[config.mk]
export PLATFORM = sky130hd
export DESIGN_NAME = seg_display_scanner
export DESIGN_NICKNAME = d
export VERILOG_FILES = /design/src/rtl/seg_display_scanner.sv
export SDC_FILE = /design/constraint.sdc
export NUM_CORES = 1
export LEC_CHECK = 0
export ABC_AREA = 1
export BUFFER_PORTS_ARGS = -buffer_cell sky130_fd_sc_hd__clkbuf_2
export CAP_MARGIN = 20
export CORE_ASPECT_RATIO = 1.25
export CORE_MARGIN = 2
export CORE_UTILIZATION = 33
export CTS_CLUSTER_SIZE = 30
export DETAILED_ROUTE_END_ITERATION = 10
export PLACE_DENSITY = 0.59
export SLEW_MARGIN = 40
export SYNTH_ARGS = -nofsm -noshare
export SYNTH_HDL_FRONTEND = slang
export SYNTH_SLANG_ARGS = --single-unit
export TNS_END_PERCENT = 5
[constraint.sdc]
create_clock -name clk_i -period 4.4 [get_ports clk_i]
set_clock_uncertainty 0.05 [all_clocks]
set_input_delay 0.22 -clock clk_i [delete_from_list [all_inputs] [get_ports clk_i]]
set_output_delay 0.22 -clock clk_i [all_outputs]
set_load 0.005 [all_outputs]
[src/rtl/seg_display_scanner.sv]
// Scans a snapshotted 4*NUM_DIGITS-bit value across a multiplexed common-anode
// seven-segment display, one digit per refresh slot, with guard-band blanking.
module seg_display_scanner #(
    parameter int NUM_DIGITS   = 8,
    parameter int REFRESH_DIV  = 100000,
    parameter int GUARD_CYCLES = 64,
    localparam int DIGIT_W     = (NUM_DIGITS > 1) ? $clog2(NUM_DIGITS) : 1,
    localparam int DIV_W       = $clog2(REFRESH_DIV)
) (
    input  logic                      clk_i,
    input  logic                      rst_i,
    input  logic [4*NUM_DIGITS-1:0]   value_i,
    input  logic                      load_i,
    input  logic                      blank_lz_i,
    input  logic [NUM_DIGITS-1:0]     dp_mask_i,
    output logic [3:0]                nibble_o,
    output logic [NUM_DIGITS-1:0]     an_o,
    output logic                      dp_o,
    output logic [DIGIT_W-1:0]        digit_idx_o,
    output logic                      frame_done_o
);

    logic [4*NUM_DIGITS-1:0] snap_q, snap_d;
    logic [DIV_W-1:0]        div_cnt_q, div_cnt_d;
    logic [DIGIT_W-1:0]      digit_idx_q, digit_idx_d;
    logic                    frame_done_q, frame_done_d;
    logic                    blank_q;

    logic                    last_cnt;
    logic                    last_digit;
    logic [NUM_DIGITS-1:0]   zero_from;
    logic                    hi_zero;
    logic                    guard;
    logic                    blanked;

    always_ff @(posedge clk_i) begin
        if (rst_i) begin
            snap_q       <= '0;
            div_cnt_q    <= '0;
            digit_idx_q  <= '0;
            frame_done_q <= 1'b0;
            blank_q      <= 1'b0;
        end else begin
            snap_q       <= snap_d;
            div_cnt_q    <= div_cnt_d;
            digit_idx_q  <= digit_idx_d;
            frame_done_q <= frame_done_d;
            blank_q      <= blank_lz_i;
        end
    end

    always_comb begin
        snap_d       = load_i ? value_i : snap_q;
        last_cnt     = (div_cnt_q == DIV_W'(REFRESH_DIV - 1));
        last_digit   = (digit_idx_q == DIGIT_W'(NUM_DIGITS - 1));
        div_cnt_d    = last_cnt ? '0 : div_cnt_q + DIV_W'(1);
        digit_idx_d  = digit_idx_q;
        if (last_cnt) begin
            digit_idx_d = last_digit ? '0 : digit_idx_q + DIGIT_W'(1);
        end
        frame_done_d = last_cnt && last_digit;
    end

    // zero_from[d] is set when every nibble from d up to the top digit is zero.
    always_comb begin
        zero_from = '0;
        hi_zero   = 1'b1;
        for (int d = NUM_DIGITS - 1; d >= 0; d--) begin
            hi_zero      = hi_zero & (snap_q[4*d +: 4] == 4'h0);
            zero_from[d] = hi_zero;
        end
    end

    always_comb begin
        guard    = (div_cnt_q < DIV_W'(GUARD_CYCLES));
        blanked  = blank_q && (digit_idx_q != '0) && zero_from[digit_idx_q];
        nibble_o = snap_q[4*digit_idx_q +: 4];
        an_o     = '1;
        dp_o     = 1'b1;
        if (!guard && !blanked) begin
            an_o[digit_idx_q] = 1'b0;
            dp_o              = ~dp_mask_i[digit_idx_q];
        end
    end

    assign digit_idx_o  = digit_idx_q;
    assign frame_done_o = frame_done_q;

endmodule

==> results of run 1 <==
[sequential cells by signal, summed over array words and instances (netlist names)]
name          cells
snap_q           32
frame_done_o      1
blank_q           1
div_cnt_q        17
digit_idx_o       3
[path summary, 6_finish.rpt]
| path | from | endpoint | slack [ns] | cells past startpoint |
|---|---|---|---|---|
| setup / recovery | digit_idx_o[0] | dp_o | 1.95 | 10 |
| setup reg to reg | div_cnt_q[0] | div_cnt_q[11] | 2.77 | 8 |
| hold reg to reg | div_cnt_q[0] | div_cnt_q[0] | 0.43 | 1 |
| hold / removal | blank_lz_i | blank_q | 0.03 | 3 |
[power groups by stage]
stage | Clock [uW] | Combinational [uW] | Sequential, uW
floorplan | 0 | 56.5 | 533
global placement | 0 | 90.8 | 538
detailed placement | 0 | 91.7 | 538
CTS | 344 | 92.0 | 527
global route | 360 | 105 | 530
finish | 336 | 91.6 | 527
[cells by family after synthesis]
| kind of cell | Yosys count |
|---|---|
| and+or+nand+nor | 203 |
| AOI/OAI and AO/OA | 73 |
| buffers and inverters | 57 |
| DFF | 54 |
| xor gates and xnor gates | 5 |
| adders and majority gates | 4 |
[cell usage after synthesis, types with 2 or more instances]
master,n
nand2_2,2
nor2_2,5
inv_2,3
nand2_1,54
o21ai_0,37
dfxtp_1,54
nor3_1,10
nand3_2,2
nand2_4,2
nand4_1,9
a21oi_1,21
inv_1,42
a22oi_1,3
xor2_1,4
o22ai_1,3
nor2_1,90
or2_0,3
a211oi_1,2
ha_1,4
nand3_1,20
a221oi_1,3
nor3_2,2
clkbuf_1,8
[metrics by stage]
stage          hold slack (ns)  utilization  power [uW]
6_report                0.0301        0.393         955
5_1_grt                 0.0418        0.393         995
4_1_cts                 0.0213        0.393         964
3_5_place_dp             0.371        0.380         630
3_3_place_gp             0.367        0.380         629
2_1_floorplan            0.241            -         590
[routing by layer]
| layer | vias to the layer above | share of wire |
|---|---|---|
| li1 | 1402 | - |
| met1 | 1207 | 0.43 |
| met2 | 65 | 0.50 |
| met3 | 8 | 0.050 |
| met4 | 0 | 0.016 |
| met5 | - | 0 |
[final cells by class]
type,count,area (sq um)
clock buffers,7,76.3
clock inverters,1,30.0
fillers,872,4920
inverters,45,169
multi-input cells,285,1400
flip-flops and latches,54,1080
well taps,97,121
repair buffers,60,300
[critical path, stage by stage, from the launching register on]
cell and delay [ns]:
dfxtp_1 0.58, inv_1 0.17, ha_1 0.22, a21boi_0 0.17
nand2_1 0.07, nor2_1 0.10, nand2_1 0.06, nor2_2 0.12
nand2_4 0.12, nand3_1 0.11, clkbuf_2 0.13
[layout by cell type, fill, tap and decap left out, types with 2 or more instances in the layout]
master	n
nor2_1	90
clkbuf_2	60
nand2_1	54
dfxtp_1	54
inv_1	40
o21ai_0	37
a21oi_1	21
nand3_1	20
nor3_1	10
nand4_1	9
inv_2	5
nor2_2	5
clkbuf_8	5
xor2_1	4
ha_1	4
a22oi_1	3
o22ai_1	3
a221oi_1	3
or2_0	3
nand2_4	2
nand2_2	2
nand3_2	2
nor3_2	2
a211oi_1	2
clkbuf_1	2
==> flow_summary.ini, run 1 <==
[place]
dp_cells = 541
numPortBuffers = 60
placed_area_sq_um = 3080
place_congestion = 0.922
place_ws_ns = 2.31
dp_hpwl_um = 5650

[clocking]
clockBufferDepth = 2
numCtsBuffers = 5
root_buffer = clkbuf_8
cts_tree = done
post_cts_resized = 0
postCtsSetupBuffers = 0
htree_num_levels = 2
postCtsHoldBufs = 0
cts_sinks = 54
clk_pin_slew_ns = 0.10
insertion_delay_ns = 0.32

[job]
max-cap-violations = 0

[setup_path]
worstSetupEndpointType = output pin
crit_fanout = 11
crit_arrival_ns = 2.18
start_kind = flop
path_class = flop to output pin
crit_required_ns = 4.13

[route]
drc = 0
first_iter_violations = 98
wl_um = 7340
firstDrtPassIters = 4
antenna_left = 0
num_vias = 2682
viasPerCell = 4.89
wl_per_cell_um = 13.4

[power_and_ir_drop]
seqPwrFrac = 0.552
p_sw_uw = 236
clkPwrFrac = 0.352
swShare = 0.247
p_per_area_nw_per_um2 = 300
leakagePower_uw = 0.00142
p_comb_frac = 0.096
p_int_uw = 720
peakVddDrop_mv = 0.227

[yosys]
yosysWarnings = 0
synth.cell_area_sq_um = 2720
synth_cells = 396
syn_nets = 444
synth_adder_area_share = 0.0184
yosys-top-cells-area = dfxtp_1 40%, nor2_1 12%, nand2_1 7.5%
synth_edf_count = 0
synth_compound_area_frac = 0.150
async_reset_ff_frac = 0
yosys.area_share.simple = 0.333
synth_mux_area_frac = 0
synth_top_area_share = 0.398
ys_ff_latch = 54
synth-main-ff-cell = dfxtp_1
yosys.area.top_type = dfxtp_1
synth_top_family_by_area = simple AND/OR/NAND/NOR gates
seq_area_frac_synth = 0.398
synthXorXnorAreaFrac = 0.0161
ys_types = 36
syn_avg_cell_area_sq_um = 6.86

[floorplanning]
dieArea_sq_um = 8970
fp.dieH_um = 105
rows = 37
start_util = 0.335
ios = 61
core_sq_um = 8100
die_x_um = 85.1

[timing]
finalSetupViolations = 0
slew_violations = 0
rsz0062_at_grt = no
worst_pin_slew_ns = 0.625
timing.fmax_ghz = 0.408
layout_min_cycle_time_ns = 2.45
slew_headroom = 0.582
fin_crit_sh = 0.557
setup_ws_ns = 1.95
hold_viol_final = 0
fin_tns_setup_ns = 0

[global_routing]
grtUsageTotal = 0.170
use_met1 = 0.203
use_met2 = 0.296
use_met3 = 0.0360
grt_antenna_before_repair = 0
grt_pass1_vias = 2585
grt_pass1_wl_um = 12200
grt_max_degree = 44
gr-total-overflow = 0
grt-busiest-layer = met2

[final_layout]
finalInstanceArea_sq_um = 3180
final_layout_size_suffix_gt1_frac = 0.190
n_antenna_cell = 0
areaGrowthSynthToFinish_pct = 17.2
final_cells = 549
nNetsFinal = 499

[status]
status = finished clean

[min_path]
hp-class = primary input to flop
No activity file was read; power rests on OpenSTA's default activity.
==> run 2, diff against run 1 <==
--- a/config.mk
+++ b/config.mk
@@ -5,7 +5,7 @@
 export SDC_FILE = /design/constraint.sdc
 export NUM_CORES = 1
 export LEC_CHECK = 0
-export ABC_AREA = 1
+export ABC_AREA = 0
 export BUFFER_PORTS_ARGS = -buffer_cell sky130_fd_sc_hd__clkbuf_2
 export CAP_MARGIN = 20
 export CORE_ASPECT_RATIO = 1.25
@@ -13,7 +13,7 @@
 export CORE_UTILIZATION = 33
 export CTS_CLUSTER_SIZE = 30
 export DETAILED_ROUTE_END_ITERATION = 10
-export PLACE_DENSITY = 0.59
+export PLACE_DENSITY = 0.61
 export SLEW_MARGIN = 40
 export SYNTH_ARGS = -nofsm -noshare
 export SYNTH_HDL_FRONTEND = slang
==> constraint.sdc (replaced) <==
create_clock -name clk_i -period 2.13 [get_ports clk_i]
set_clock_uncertainty 0.05 [all_clocks]
set_input_delay 0.1065 -clock clk_i [delete_from_list [all_inputs] [get_ports clk_i]]
set_output_delay 0.1065 -clock clk_i [all_outputs]
set_load 0.005 [all_outputs]
==> flow_summary.ini, run 2 <==
[setup_path]
crit_arrival_ns = 2.21
critical-path-top-delay-family = compound AO/OA/AOI/OAI gates
path_buf_inv = 2
rr_startpoint = div_cnt_q[0]
cp_slowest_cell = or4_4
crit_required_ns = 1.97
r2r_cells = 5
crit_fanout = 4
cpPeakStageDelay_ns = 0.52
reg2reg_slack_ns = 0.13
path_class = flop to output pin
crit_start = snap_q[0]
endpoint = an_o[2]
reg2reg_to = digit_idx_o[0]
start_kind = flop
path_depth = 7
cp_cell_sequence = or4_4, a211o_1, a22oi_2, o211ai_1, buf_2, nand3_1, clkbuf_2
worstSetupEndpointType = output pin

[timing]
hold_viol_final = 0
slew_headroom = 0.573
slew_violations = 0
setup_ws_ns = -0.238
worst_pin_slew_ns = 0.635
fin_tns_setup_ns = -2.00
fin_crit_sh = 1.11
timing.fmax_ghz = 0.422
rsz0062_at_grt = yes
layout_min_cycle_time_ns = 2.37
finalSetupViolations = 9

[yosys]
seq_area_frac_synth = 0.415
synth_common_cells = 59 x nor2_1, 54 x dfxtp_1, 38 x mux2i_1
synth_top_area_share = 0.415
syn_avg_cell_area_sq_um = 9.08
synth_cells = 287
synth-main-ff-cell = dfxtp_1
ys_ff_latch = 54
ys_types = 38
synth.cell_area_sq_um = 2600
synth_edf_count = 0
yosys.area.top_type = dfxtp_1
async_reset_ff_frac = 0
yosys-top-cells-area = dfxtp_1 41%, mux2i_1 15%, nor2_1 8.5%
syn_nets = 335
synthMostInstantiatedCell = nor2_1
yosysWarnings = 0

[floorplanning]
ios = 61
rows = 36
start_util = 0.336
die_x_um = 83.5
core_sq_um = 7750
fp.dieH_um = 103
dieArea_sq_um = 8620

[power_and_ir_drop]
p_int_uw = 1550
peakVddDrop_mv = 0.384
p_per_area_nw_per_um2 = 588
clkPwrFrac = 0.350
leakagePower_uw = 0.00151
p_sw_uw = 498
swShare = 0.243
seqPwrFrac = 0.531
p_comb_frac = 0.118

[global_routing]
grt_pass1_wl_um = 10800
gr-total-overflow = 0
grt_pass1_vias = 2306
use_met1 = 0.186
grtUsageTotal = 0.156
grt-busiest-layer = met2
grt_antenna_before_repair = 0
use_met2 = 0.279
use_met3 = 0.0317
grt_max_degree = 39

[route]
drc = 0
first_iter_violations = 97
wl_um = 6760
firstDrtPassIters = 4
antenna_left = 0
viasPerCell = 4.98
num_vias = 2364
wl_per_cell_um = 14.2

[place]
place_ws_ns = -0.0188
dp_hpwl_um = 4800
dp_cells = 436
place_congestion = 0.859
numPortBuffers = 60
placed_area_sq_um = 3050

[final_layout]
fillers = 770
final_layout_size_suffix_gt1_frac = 0.276
final_cells = 475
largest_reg_flops = 32
final_util = 0.451
final_common_cell = nor2_1
largest_register = snap_q
mostFrequentLayoutCells = 59 x nor2_1, 52 x clkbuf_2, 48 x dfxtp_1, 37 x mux2i_1, 25 x dlygate4sd3_1
finalInstanceArea_sq_um = 3490
areaGrowthSynthToFinish_pct = 34.1
nNetsFinal = 427
n_antenna_cell = 0

[clocking]
numCtsBuffers = 5
cts_sinks = 54
htree_num_levels = 2
root_buffer = clkbuf_8
clockBufferDepth = 2
cts_tree = done
clk_pin_slew_ns = 0.11
insertion_delay_ns = 0.31

[status]
status = finished with violations
violations = negative setup slack

[min_path]
hp-class = primary input to flop

[job]
max-cap-violations = 0
==> run 2: timing repair <==
item | CTS | global route
pin swaps | 6 | 5
endpoints found under the setup margin | 10 | 12
endpoints found under the hold margin | 25 | 0
hold buffers | 25 | 0
setup buffers | 5 | 0
resized for setup | 10 | 12
cloned | 1 | 0
==> run 2: tightest hold or removal path, stage by stage <==
cell and delay [ns]:
clkbuf_2 0.08, mux2i_1 0.06, nor2_1 0.07
==> run 2: kinds of logic (layout without fill, tap and decap cells) <==
| family | after synthesis | after routing | share of synthesized area |
|---|---|---|---|
| simple gates | 133 | 133 | 0.244 |
| flops | 54 | 54 | 0.415 |
| mux | 44 | 44 | 0.198 |
| buf+inv | 22 | 115 | 0.0346 |
| compound gates | 15 | 15 | 0.0394 |
| xor+xnor | 15 | 15 | 0.0504 |
| fa+ha+maj | 4 | 4 | 0.0192 |
==> run 2: area by class of cell <==
class                   count  area [sq um]  share of cell area
repair buffers            103           699               0.200
clock buffers               5          68.8              0.0197
clock inverters             3          47.5              0.0136
multi-input cells         211          1450               0.416
flip-flops and latches     54          1090               0.312
inverters                   4          15.0             0.00430
well taps                  95           119              0.0340
==> run 2: power by group through the flow <==
stage          clock network (uW)  logic [uW]  registers, uW
2_1_floorplan                   0         122           1100
3_3_place_gp                    0         189           1110
3_5_place_dp                    0         192           1110
4_1_cts                       741         242           1090
5_1_grt                       771         268           1090
6_report                      719         242           1090
==> run 2: how the worst min path moves through the flow <==
stage                     start         end  slack, ns  cells past startpoint
floorplan            blank_lz_i     blank_q       0.18                      1
global placement    value_i[22]  snap_q[22]       0.29                      3
detailed placement  value_i[23]  snap_q[23]       0.30                      3
CTS                 value_i[29]  snap_q[29]      0.002                      3
global route         value_i[1]   snap_q[1]       0.03                      3
finish              value_i[26]  snap_q[26]     0.0003                      3
==> run 2: metal layers <==
layer | vias to the layer above | wire length, um
met5 | - | 0
met2 | 58 | 3360
li1 | 1191 | -
met3 | 16 | 310
met1 | 1099 | 2900
met4 | 0 | 199
==> run 2: per-stage QoR <==
step,hold WS (ns),power [uW]
final,0.000295,2050
after floorplan,0.185,1220
after CTS,0.00235,2070
after global placement,0.292,1300
after detailed placement,0.300,1300
after global routing,0.0275,2130
